==> src/rtl/multwrap_rd_ctrl_pkg.sv <==
// Shared types and default step counts for the multi-matmul wrapper read sequencer.
`timescale 1ns/1ps
package multwrap_rd_ctrl_pkg;

   localparam int INNER_DIMENSION   = 32;
   localparam int B_OUTER_DIMENSION = 16;
   localparam int BLOCK_SIZE        = 4;
   localparam int NUM_CORES_B       = 2;
   localparam int TOTAL_MODULES     = 2;

   // Weight words per output block, and output column blocks per pass.
   localparam int INNER_STEPS_DEF  = INNER_DIMENSION / (BLOCK_SIZE * NUM_CORES_B);
   localparam int OUTER_STEPS_DEF  = B_OUTER_DIMENSION / (BLOCK_SIZE * TOTAL_MODULES);
   localparam int ADDR_WIDTH_B_DEF = 4;

   typedef enum logic [2:0] {
      IDLE,
      CLEAR,
      ISSUE,
      DRAIN,
      WAIT_ACC,
      FINISH
   } rd_ctrl_state_t;

   function automatic int idx_width(input int n);
      return (n > 1) ? $clog2(n) : 1;
   endfunction

endpackage

==> src/rtl/multwrap_rd_ctrl_if.sv <==
// Control/handshake bundle between the read sequencer and the wrapper/MHA control.
`timescale 1ns/1ps
interface multwrap_rd_ctrl_if #(
   parameter int ADDR_WIDTH_B = 4,
   parameter int IDX_W        = 1
);
   logic                    start;
   logic                    in_valid;
   logic                    in_ready;
   logic                    w_mat_enb;
   logic [ADDR_WIDTH_B-1:0] w_mat_addrb;
   logic                    en_module;
   logic                    internal_reset_acc;
   logic                    acc_done_wrap;
   logic                    blk_done;
   logic [IDX_W-1:0]        blk_idx;
   logic                    busy;
   logic                    done;
   logic                    err_acc;

   modport master (
      input  start, in_valid, acc_done_wrap,
      output in_ready, w_mat_enb, w_mat_addrb, en_module, internal_reset_acc,
             blk_done, blk_idx, busy, done, err_acc
   );

   modport slave (
      output start, in_valid, acc_done_wrap,
      input  in_ready, w_mat_enb, w_mat_addrb, en_module, internal_reset_acc,
             blk_done, blk_idx, busy, done, err_acc
   );
endinterface

==> src/rtl/multwrap_rd_ctrl.sv <==
// Walks weight BRAM port B block by block, pacing the A stream; first read 2 cycles after start.
// Backpressure: in_ready only in ISSUE, stalls of any length hold the address; WAIT_ACC waits indefinitely.
`timescale 1ns/1ps
module multwrap_rd_ctrl
   import multwrap_rd_ctrl_pkg::*;
#(
   parameter int INNER_STEPS  = INNER_STEPS_DEF,
   parameter int OUTER_STEPS  = OUTER_STEPS_DEF,
   parameter int ADDR_WIDTH_B = ADDR_WIDTH_B_DEF,
   parameter int BRAM_RD_LAT  = 1
) (
   input  logic clk,
   input  logic rst_n,
   multwrap_rd_ctrl_if.master bus
);

   localparam int                IDX_W      = idx_width(OUTER_STEPS);
   localparam logic [ADDR_WIDTH_B-1:0] STEP       = ADDR_WIDTH_B'(INNER_STEPS);
   localparam logic [ADDR_WIDTH_B-1:0] LAST_INNER = ADDR_WIDTH_B'(INNER_STEPS - 1);
   localparam logic [ADDR_WIDTH_B-1:0] LAST_OUTER = ADDR_WIDTH_B'(OUTER_STEPS - 1);

   if (BRAM_RD_LAT != 1) begin : g_bad_lat
      $error("multwrap_rd_ctrl: only BRAM_RD_LAT=1 is supported");
   end
   if (INNER_STEPS < 1 || OUTER_STEPS < 1 ||
       INNER_STEPS * OUTER_STEPS > (1 << ADDR_WIDTH_B)) begin : g_bad_steps
      $error("multwrap_rd_ctrl: step counts do not fit the port-B address space");
   end

   rd_ctrl_state_t          r_state;
   rd_ctrl_state_t          w_state_nxt;
   logic [ADDR_WIDTH_B-1:0] r_inner;
   logic [ADDR_WIDTH_B-1:0] r_outer;
   logic [ADDR_WIDTH_B-1:0] r_addr_last;
   logic [ADDR_WIDTH_B-1:0] w_addr_cur;
   logic                    r_en_module;
   logic                    r_err_acc;
   logic                    w_in_ready;
   logic                    w_beat;
   logic                    w_blk_done;
   logic                    w_last_inner;
   logic                    w_last_outer;

   assign w_addr_cur   = r_outer * STEP + r_inner;
   assign w_last_inner = (r_inner == LAST_INNER);
   assign w_last_outer = (r_outer == LAST_OUTER);
   assign w_beat       = w_in_ready & bus.in_valid;

   always_ff @(posedge clk or negedge rst_n) begin
      if (!rst_n) begin
         r_state <= IDLE;
      end else begin
         r_state <= w_state_nxt;
      end
   end

   always_comb begin
      w_state_nxt = r_state;
      w_in_ready  = 1'b0;
      w_blk_done  = 1'b0;
      case (r_state)
         IDLE: begin
            if (bus.start) w_state_nxt = CLEAR;
         end
         CLEAR: begin
            w_state_nxt = ISSUE;
         end
         ISSUE: begin
            w_in_ready = 1'b1;
            if (bus.in_valid && w_last_inner) w_state_nxt = DRAIN;
         end
         DRAIN: begin
            w_state_nxt = WAIT_ACC;
         end
         WAIT_ACC: begin
            if (bus.acc_done_wrap) begin
               w_blk_done  = 1'b1;
               w_state_nxt = w_last_outer ? FINISH : CLEAR;
            end
         end
         FINISH: begin
            w_state_nxt = IDLE;
         end
         default: begin
            w_state_nxt = IDLE;
         end
      endcase
   end

   always_ff @(posedge clk or negedge rst_n) begin
      if (!rst_n) begin
         r_inner     <= '0;
         r_outer     <= '0;
         r_addr_last <= '0;
         r_en_module <= 1'b0;
         r_err_acc   <= 1'b0;
      end else begin
         // en_module lines up with doutb of the single-cycle-latency BRAM
         r_en_module <= w_beat;
         if (r_state == IDLE && bus.start) r_outer <= '0;
         if (r_state == CLEAR) r_inner <= '0;
         if (w_beat) begin
            r_inner     <= r_inner + 1'b1;
            r_addr_last <= w_addr_cur;
         end
         if (w_blk_done && !w_last_outer) r_outer <= r_outer + 1'b1;
         if (bus.acc_done_wrap && r_state != WAIT_ACC) r_err_acc <= 1'b1;
      end
   end

   assign bus.in_ready           = w_in_ready;
   assign bus.w_mat_enb          = w_beat;
   assign bus.w_mat_addrb        = w_beat ? w_addr_cur : r_addr_last;
   assign bus.en_module          = r_en_module;
   assign bus.internal_reset_acc = (r_state == CLEAR);
   assign bus.blk_done           = w_blk_done;
   assign bus.blk_idx            = w_blk_done ? r_outer[IDX_W-1:0] : '0;
   assign bus.busy               = (r_state != IDLE);
   assign bus.done               = (r_state == FINISH);
   assign bus.err_acc            = r_err_acc;

endmodule

==> src/flat_wrapper.sv <==
// flat-port wrapper written by rule: the top's interface ports become plain ports
module multwrap_rd_ctrl_flat import multwrap_rd_ctrl_pkg::*;
#(
   parameter int INNER_STEPS  = INNER_STEPS_DEF,
   parameter int OUTER_STEPS  = OUTER_STEPS_DEF,
   parameter int ADDR_WIDTH_B = ADDR_WIDTH_B_DEF,
   parameter int BRAM_RD_LAT  = 1
)
  (clk, rst_n, bus_start, bus_in_valid, bus_acc_done_wrap, bus_in_ready, bus_w_mat_enb, bus_w_mat_addrb, bus_en_module, bus_internal_reset_acc, bus_blk_done, bus_blk_idx, bus_busy, bus_done, bus_err_acc);
  multwrap_rd_ctrl_if #(.ADDR_WIDTH_B(ADDR_WIDTH_B), .IDX_W(1)) bus_i ();
  input  logic clk;
  input  logic rst_n;
  input wire logic [$bits(bus_i.start)-1:0] bus_start;
  input wire logic [$bits(bus_i.in_valid)-1:0] bus_in_valid;
  input wire logic [$bits(bus_i.acc_done_wrap)-1:0] bus_acc_done_wrap;
  output wire logic [$bits(bus_i.in_ready)-1:0] bus_in_ready;
  output wire logic [$bits(bus_i.w_mat_enb)-1:0] bus_w_mat_enb;
  output wire logic [$bits(bus_i.w_mat_addrb)-1:0] bus_w_mat_addrb;
  output wire logic [$bits(bus_i.en_module)-1:0] bus_en_module;
  output wire logic [$bits(bus_i.internal_reset_acc)-1:0] bus_internal_reset_acc;
  output wire logic [$bits(bus_i.blk_done)-1:0] bus_blk_done;
  output wire logic [$bits(bus_i.blk_idx)-1:0] bus_blk_idx;
  output wire logic [$bits(bus_i.busy)-1:0] bus_busy;
  output wire logic [$bits(bus_i.done)-1:0] bus_done;
  output wire logic [$bits(bus_i.err_acc)-1:0] bus_err_acc;
  assign bus_i.start = bus_start;
  assign bus_i.in_valid = bus_in_valid;
  assign bus_i.acc_done_wrap = bus_acc_done_wrap;
  assign bus_in_ready = bus_i.in_ready;
  assign bus_w_mat_enb = bus_i.w_mat_enb;
  assign bus_w_mat_addrb = bus_i.w_mat_addrb;
  assign bus_en_module = bus_i.en_module;
  assign bus_internal_reset_acc = bus_i.internal_reset_acc;
  assign bus_blk_done = bus_i.blk_done;
  assign bus_blk_idx = bus_i.blk_idx;
  assign bus_busy = bus_i.busy;
  assign bus_done = bus_i.done;
  assign bus_err_acc = bus_i.err_acc;
  multwrap_rd_ctrl #(.INNER_STEPS(INNER_STEPS), .OUTER_STEPS(OUTER_STEPS), .ADDR_WIDTH_B(ADDR_WIDTH_B), .BRAM_RD_LAT(BRAM_RD_LAT)) u_core (.clk(clk), .rst_n(rst_n), .bus(bus_i));
endmodule
==> config.mk <==
export PLATFORM = sky130hd
export DESIGN_NAME = multwrap_rd_ctrl_flat
export DESIGN_NICKNAME = d
export VERILOG_FILES = /design/src/rtl/multwrap_rd_ctrl_pkg.sv /design/src/rtl/multwrap_rd_ctrl_if.sv /design/src/rtl/multwrap_rd_ctrl.sv /design/src/flat_wrapper.sv
export SDC_FILE = /design/constraint.sdc
export NUM_CORES = 1
export LEC_CHECK = 0
export CAP_MARGIN = 15
export CORE_MARGIN = 2
export CORE_UTILIZATION = 35
export DETAILED_ROUTE_END_ITERATION = 12
export PLACE_DENSITY_LB_ADDON = 0.3
export SYNTH_ARGS = -nofsm -noshare
export SYNTH_HDL_FRONTEND = slang
export SYNTH_SLANG_ARGS = --single-unit
==> constraint.sdc <==
create_clock -name clk -period 2.9 [get_ports clk]
set_input_delay 0.29 -clock clk [delete_from_list [all_inputs] [get_ports clk]]
set_output_delay 0.29 -clock clk [all_outputs]
set_load 0.02 [all_outputs]
Word-level counts from Yosys, hierarchy flattened:

Cells that the tools add are included.

* bitwise logic cells: 1
* add/sub/neg operators: 3
* reduce and logical (&&, ||, !) cells: 10
* multiplexer cells: 14
* equal/unequal tests: 11

Operators with widths (number)
* $mux W4: 5
* $pmux W3 S5: 1
* $mux W3: 4
* $add A4 B1 Y4 const B: 2
* $eq A3 B2 Y1 const B: 2
* $eq A3 B3 Y1 const B: 2
* $add A4 B4 Y4: 1
* $eq A4 B1 Y1 const B: 1
* $eq A4 B2 Y1 const B: 1
* $logic_and A1 B1 Y1: 4
* $mux W1: 4
* $ne A2 B2 Y1 const B: 2
* $reduce_bool A2 Y1: 2
* $eq A3 B1 Y1 const B: 1
* $logic_not A3 Y1: 1
* $ne A3 B3 Y1 const B: 1
* $reduce_and A3 Y1: 1
* $reduce_bool A3 Y1: 1
* $ne A2 B1 Y1 const B: 1
* $and A1 B1 Y1: 1
* $logic_not A1 Y1: 1

* output and inout port bits: 13
* input port bits: 5
* bits in registers: 17

Logic depth before layout (Yosys ltp):

* word-level depth: 4
* depth in mapped cells: 5

Worst setup path after synthesis:

Ideal clock, no wire load.

* path type: register -> output
* from: reg u_core.r_state[0]
* to: out bus_w_mat_addrb[3]
* arrival time: 1.301 ns
* cell stages (with the launch flop): 5
* slack: 1.309 ns
* required time: 2.610 ns
* cell sequence: dfrtp_1 -> buf_2 -> nand4bb_1 -> buf_2 -> o21ai_1

* word-level cells in the longest chain between the ends: 4

Ends and longest elaborated chain
* start, declared: line multwrap_rd_ctrl.sv:30 `rd_ctrl_state_t r_state;`
* start signal, assigned: line multwrap_rd_ctrl.sv:53 `r_state <= w_state_nxt;`
* $eq A3 B2 Y1: line multwrap_rd_ctrl.sv:61 `case (r_state)`
* $mux W1: line multwrap_rd_ctrl.sv:61
* $and A1 B1 Y1: line multwrap_rd_ctrl.sv:47 `assign w_beat = w_in_ready & bus.in_valid;`
* $mux W4: line multwrap_rd_ctrl.sv:113 `assign bus.w_mat_addrb = w_beat ? w_addr_cur : r_addr_last;`
* end, declared: line flat_wrapper.sv:18 `output wire logic [$bits(bus_i.w_mat_addrb)-1:0] bus_w_mat_addrb;`

Every way passes these cells.

Final worst setup path:

* from: reg u_core.r_state[0]
* to: out bus_w_mat_addrb[2]

The elaborated chain is that of the path after synthesis.

==> key figures <==
Outcome
  • Status: finished, final reports clean

Clock tree
  • CTS Buffer Depth: 2
  • Root buffer cell: clkbuf_4
  • CTS clk-pin slew, worst paths: roughly 0.10 ns
  • Cts repair resizes: 0
  • # hold bufs at CTS: 0
  • H-tree lvl count: 1
  • Clock Latency Late Sink: about 0.28 ns
  • CTS buffer count: 3
  • CTS sink cnt: 17
  • Total setup buffers inserted after CTS: 0
  • CTS tree: done

Cells and area
  • Total Nets Final: 115
  • Register Area: 425 sq um
  • Area Growth Syn to Fin: 24.4%
  • ANT cells: 0
  • Post-route cell area: roughly 1100 sq um
  • Multi-input logic area: about 430 sq um
  • Fillers: around 240
  • Fraction of layout cells with a size suffix above 1: 0.0762

Synth
  • Seq/Total Area, Yosys: 0.480
  • Top cells by count, synth: dfrtp_1, nand2_1, nand3_1, o21ai_1
  • Cell taking the most area after synthesis: dfrtp_1
  • Mean Syn Cell Area: about 10 sq um
  • Async set-or-reset flop fraction in the synthesized netlist: 1.00
  • Yosys top cell area share: 0.480
  • Ys flop type: dfrtp_1
  • Syn Std Cell Area: ~890 sq um
  • Syn Inst Count: between 80 and 90
  • Synth cell types: 31
  • Number of synthesized flops with an enable pin: 0
  • Yosys Warn Count: 0
  • Top cells by area, synth: dfrtp_1, nand2_1, ha_1, mux2i_1, or3b_1
  • Synthesized flop and latch total: 17
  • Syn_nets: 96

Place
  • Post-Place Cell Area: 1080 sq um
  • GP Congestion: between 0.7 and 0.8
  • I/O Buffers: 17
  • Pre-CTS setup slack: between 0.5 and 0.6 ns
  • HPWL Detailed: approximately 1200 um

Setup path
  • CP Data Arrival Time: around 2.2 ns
  • R2R depth: 5
  • Data required time at the worst endpoint: 2.61 ns
  • Kind of critical path: reg -> out
  • Crit end category: output pin
  • CP Launch Type: flip-flop
  • Crit Path Max Fanout: 11

GRT
  • First-pass GRT wire length: approximately 2600 um
  • Largest net degree at the start of global routing: 18
  • Initial antenna violation count: 0
  • Total grt overflow: 0
  • All-Layer GR Usage: 0.125
  • Vias in the first global route: ~620

Die
  • Core area: ~2400 sq um
  • Die area: 2950 sq um
  • Std-Cell Rows: 18
  • Initial Utilization: 0.365
  • Die Width: 54.3 um
  • Top-Level Pins: 18
  • Chip height: between 50 and 60 um

Route
  • WL final: 1550 um
  • Post-detailed-route count of antenna-violating nets: 0
  • First-iteration detailed-routing DRC count: 4
  • Iteration count of the initial detailed-routing pass: 4
  • Routed vias: approximately 660
  • Vias/cell: roughly 4.9
  • Drt wl/cell: ~12 um
  • DRC: 0

STA
  • Setup slack after layout: about 0.45 ns
  • Setup Skew: 0.00760 ns
  • Slew Viols, Final: 0
  • Final hold vios: 0
  • Final Setup Violations: 0
  • RSZ-0062 raised after global routing: no
  • Max Freq: slightly above 0.4 GHz
  • Worst-margin pin slew: 0.769 ns
  • Period utilization: 0.846
  • Max_slew headroom: 0.486
  • Min Tclk post-route: 2.45 ns
  • Setup_tns: 0 ns

Power
  • Peak supply drop: around 0.48 mV
  • P_sw: 0.366 mW
  • Power Density: 845 nW/um^2
  • Leak pwr: around 0.52 nW
  • Combinational Power Share: 0.459
  • Sequential share of power: 0.411
  • Internal Power: 0.567 mW
  • Sw Ratio: 0.392
  • Clock power share: 0.130

Min path
  • Hold Path Class: in -> async

Run
  • Number of max-cap violations: 0
logic make-up after synthesis:
group | Yosys count | share of synthesized area
fa+ha+maj | 4 | 0.0564
flops | 17 | 0.480
buf+inv | 7 | 0.0409
xor+xnor | 3 | 0.0296
simple gates | 42 | 0.278
mux | 4 | 0.0451
compound gates | 10 | 0.0705
cell type report:
class                           instances  area share
Tap cell                               30      0.0340
Inverter                                3      0.0102
Clock buffer                            4      0.0238
Multi-Input combinational cell         63       0.385
Timing Repair Buffer                   18       0.161
Sequential cell                        17       0.385
flip-flops by register name, indices dropped and copies added (netlist names):
name                  flops
u_core.r_outer            4
u_core.r_addr_last        4
u_core.bus.en_module      1
u_core.r_state            3
u_core.bus.err_acc        1
u_core.r_inner            4
power by group through the flow:
stage,Clock [mW],Sequential [mW],Combinational [mW]
after floorplan,0,0.353,0.305
after global placement,0,0.389,0.426
after detailed placement,0,0.388,0.432
after CTS,0.127,0.383,0.436
after global routing,0.136,0.396,0.472
final,0.122,0.383,0.428
worst paths after layout:
check	startpoint	end	slack, ns
min in group clk	u_core.bus.err_acc$_DFFE_PN0P_	u_core.bus.err_acc$_DFFE_PN0P_	0.47
max in group asynchronous	rst_n	u_core.r_state[2]$_DFFE_PN0P_	1.97
max reg2reg	u_core.r_outer[1]$_DFFE_PN0P_	u_core.r_outer[0]$_DFFE_PN0P_	1.39
min	rst_n	u_core.r_outer[1]$_DFFE_PN0P_	0.45
max	u_core.r_state[0]$_DFFE_PN0P_	bus_w_mat_addrb[2]	0.45
min reg2reg	u_core.bus.err_acc$_DFFE_PN0P_	u_core.bus.err_acc$_DFFE_PN0P_	0.47
worst max-delay path: stages (launching register included):
cell             delay (ns)
dfrtp_1                0.49
nand4bb_1              0.43
inv_2                  0.22
nand2_1                0.07
nand2_1                0.08
clkdlybuf4s50_1        0.60
per-layer routing:
metal	vias up	global-route usage	routed length (um)	part of all wire
met5	-	0	0	0
met1	311	0.168	783	0.50
li1	333	-	-	-
met2	10	0.189	705	0.45
met3	2	0.0191	45	0.029
met4	0	0.0750	19	0.012
through the flow:
step | std cells | total power, mW | util | hold WS (ns)
finish | 135 | 0.933 | 0.454 | 0.452
global route | 135 | 1.00 | 0.454 | 0.505
CTS | 135 | 0.946 | 0.454 | 0.472
detailed placement | 131 | 0.820 | 0.443 | 0.452
global placement | 131 | 0.815 | 0.443 | 0.442
floorplan | 87 | 0.658 | - | -0.00559
layout by cell type, fill, tap and decap left out, types with 2 or more instances in the layout:
| cell | n |
|---|---|
| nand2_1 | 17 |
| clkdlybuf4s50_1 | 17 |
| dfrtp_1 | 17 |
| o21ai_1 | 5 |
| nand3_1 | 5 |
| mux2i_1 | 4 |
| ha_1 | 4 |
| or3b_1 | 3 |
| clkbuf_4 | 3 |
| inv_2 | 2 |
| nand2b_1 | 2 |
| nor2_1 | 2 |
| xnor2_1 | 2 |
| and2_1 | 2 |
| a21o_1 | 2 |
| nor2b_1 | 2 |
Power figures use the tool's default switching activity.
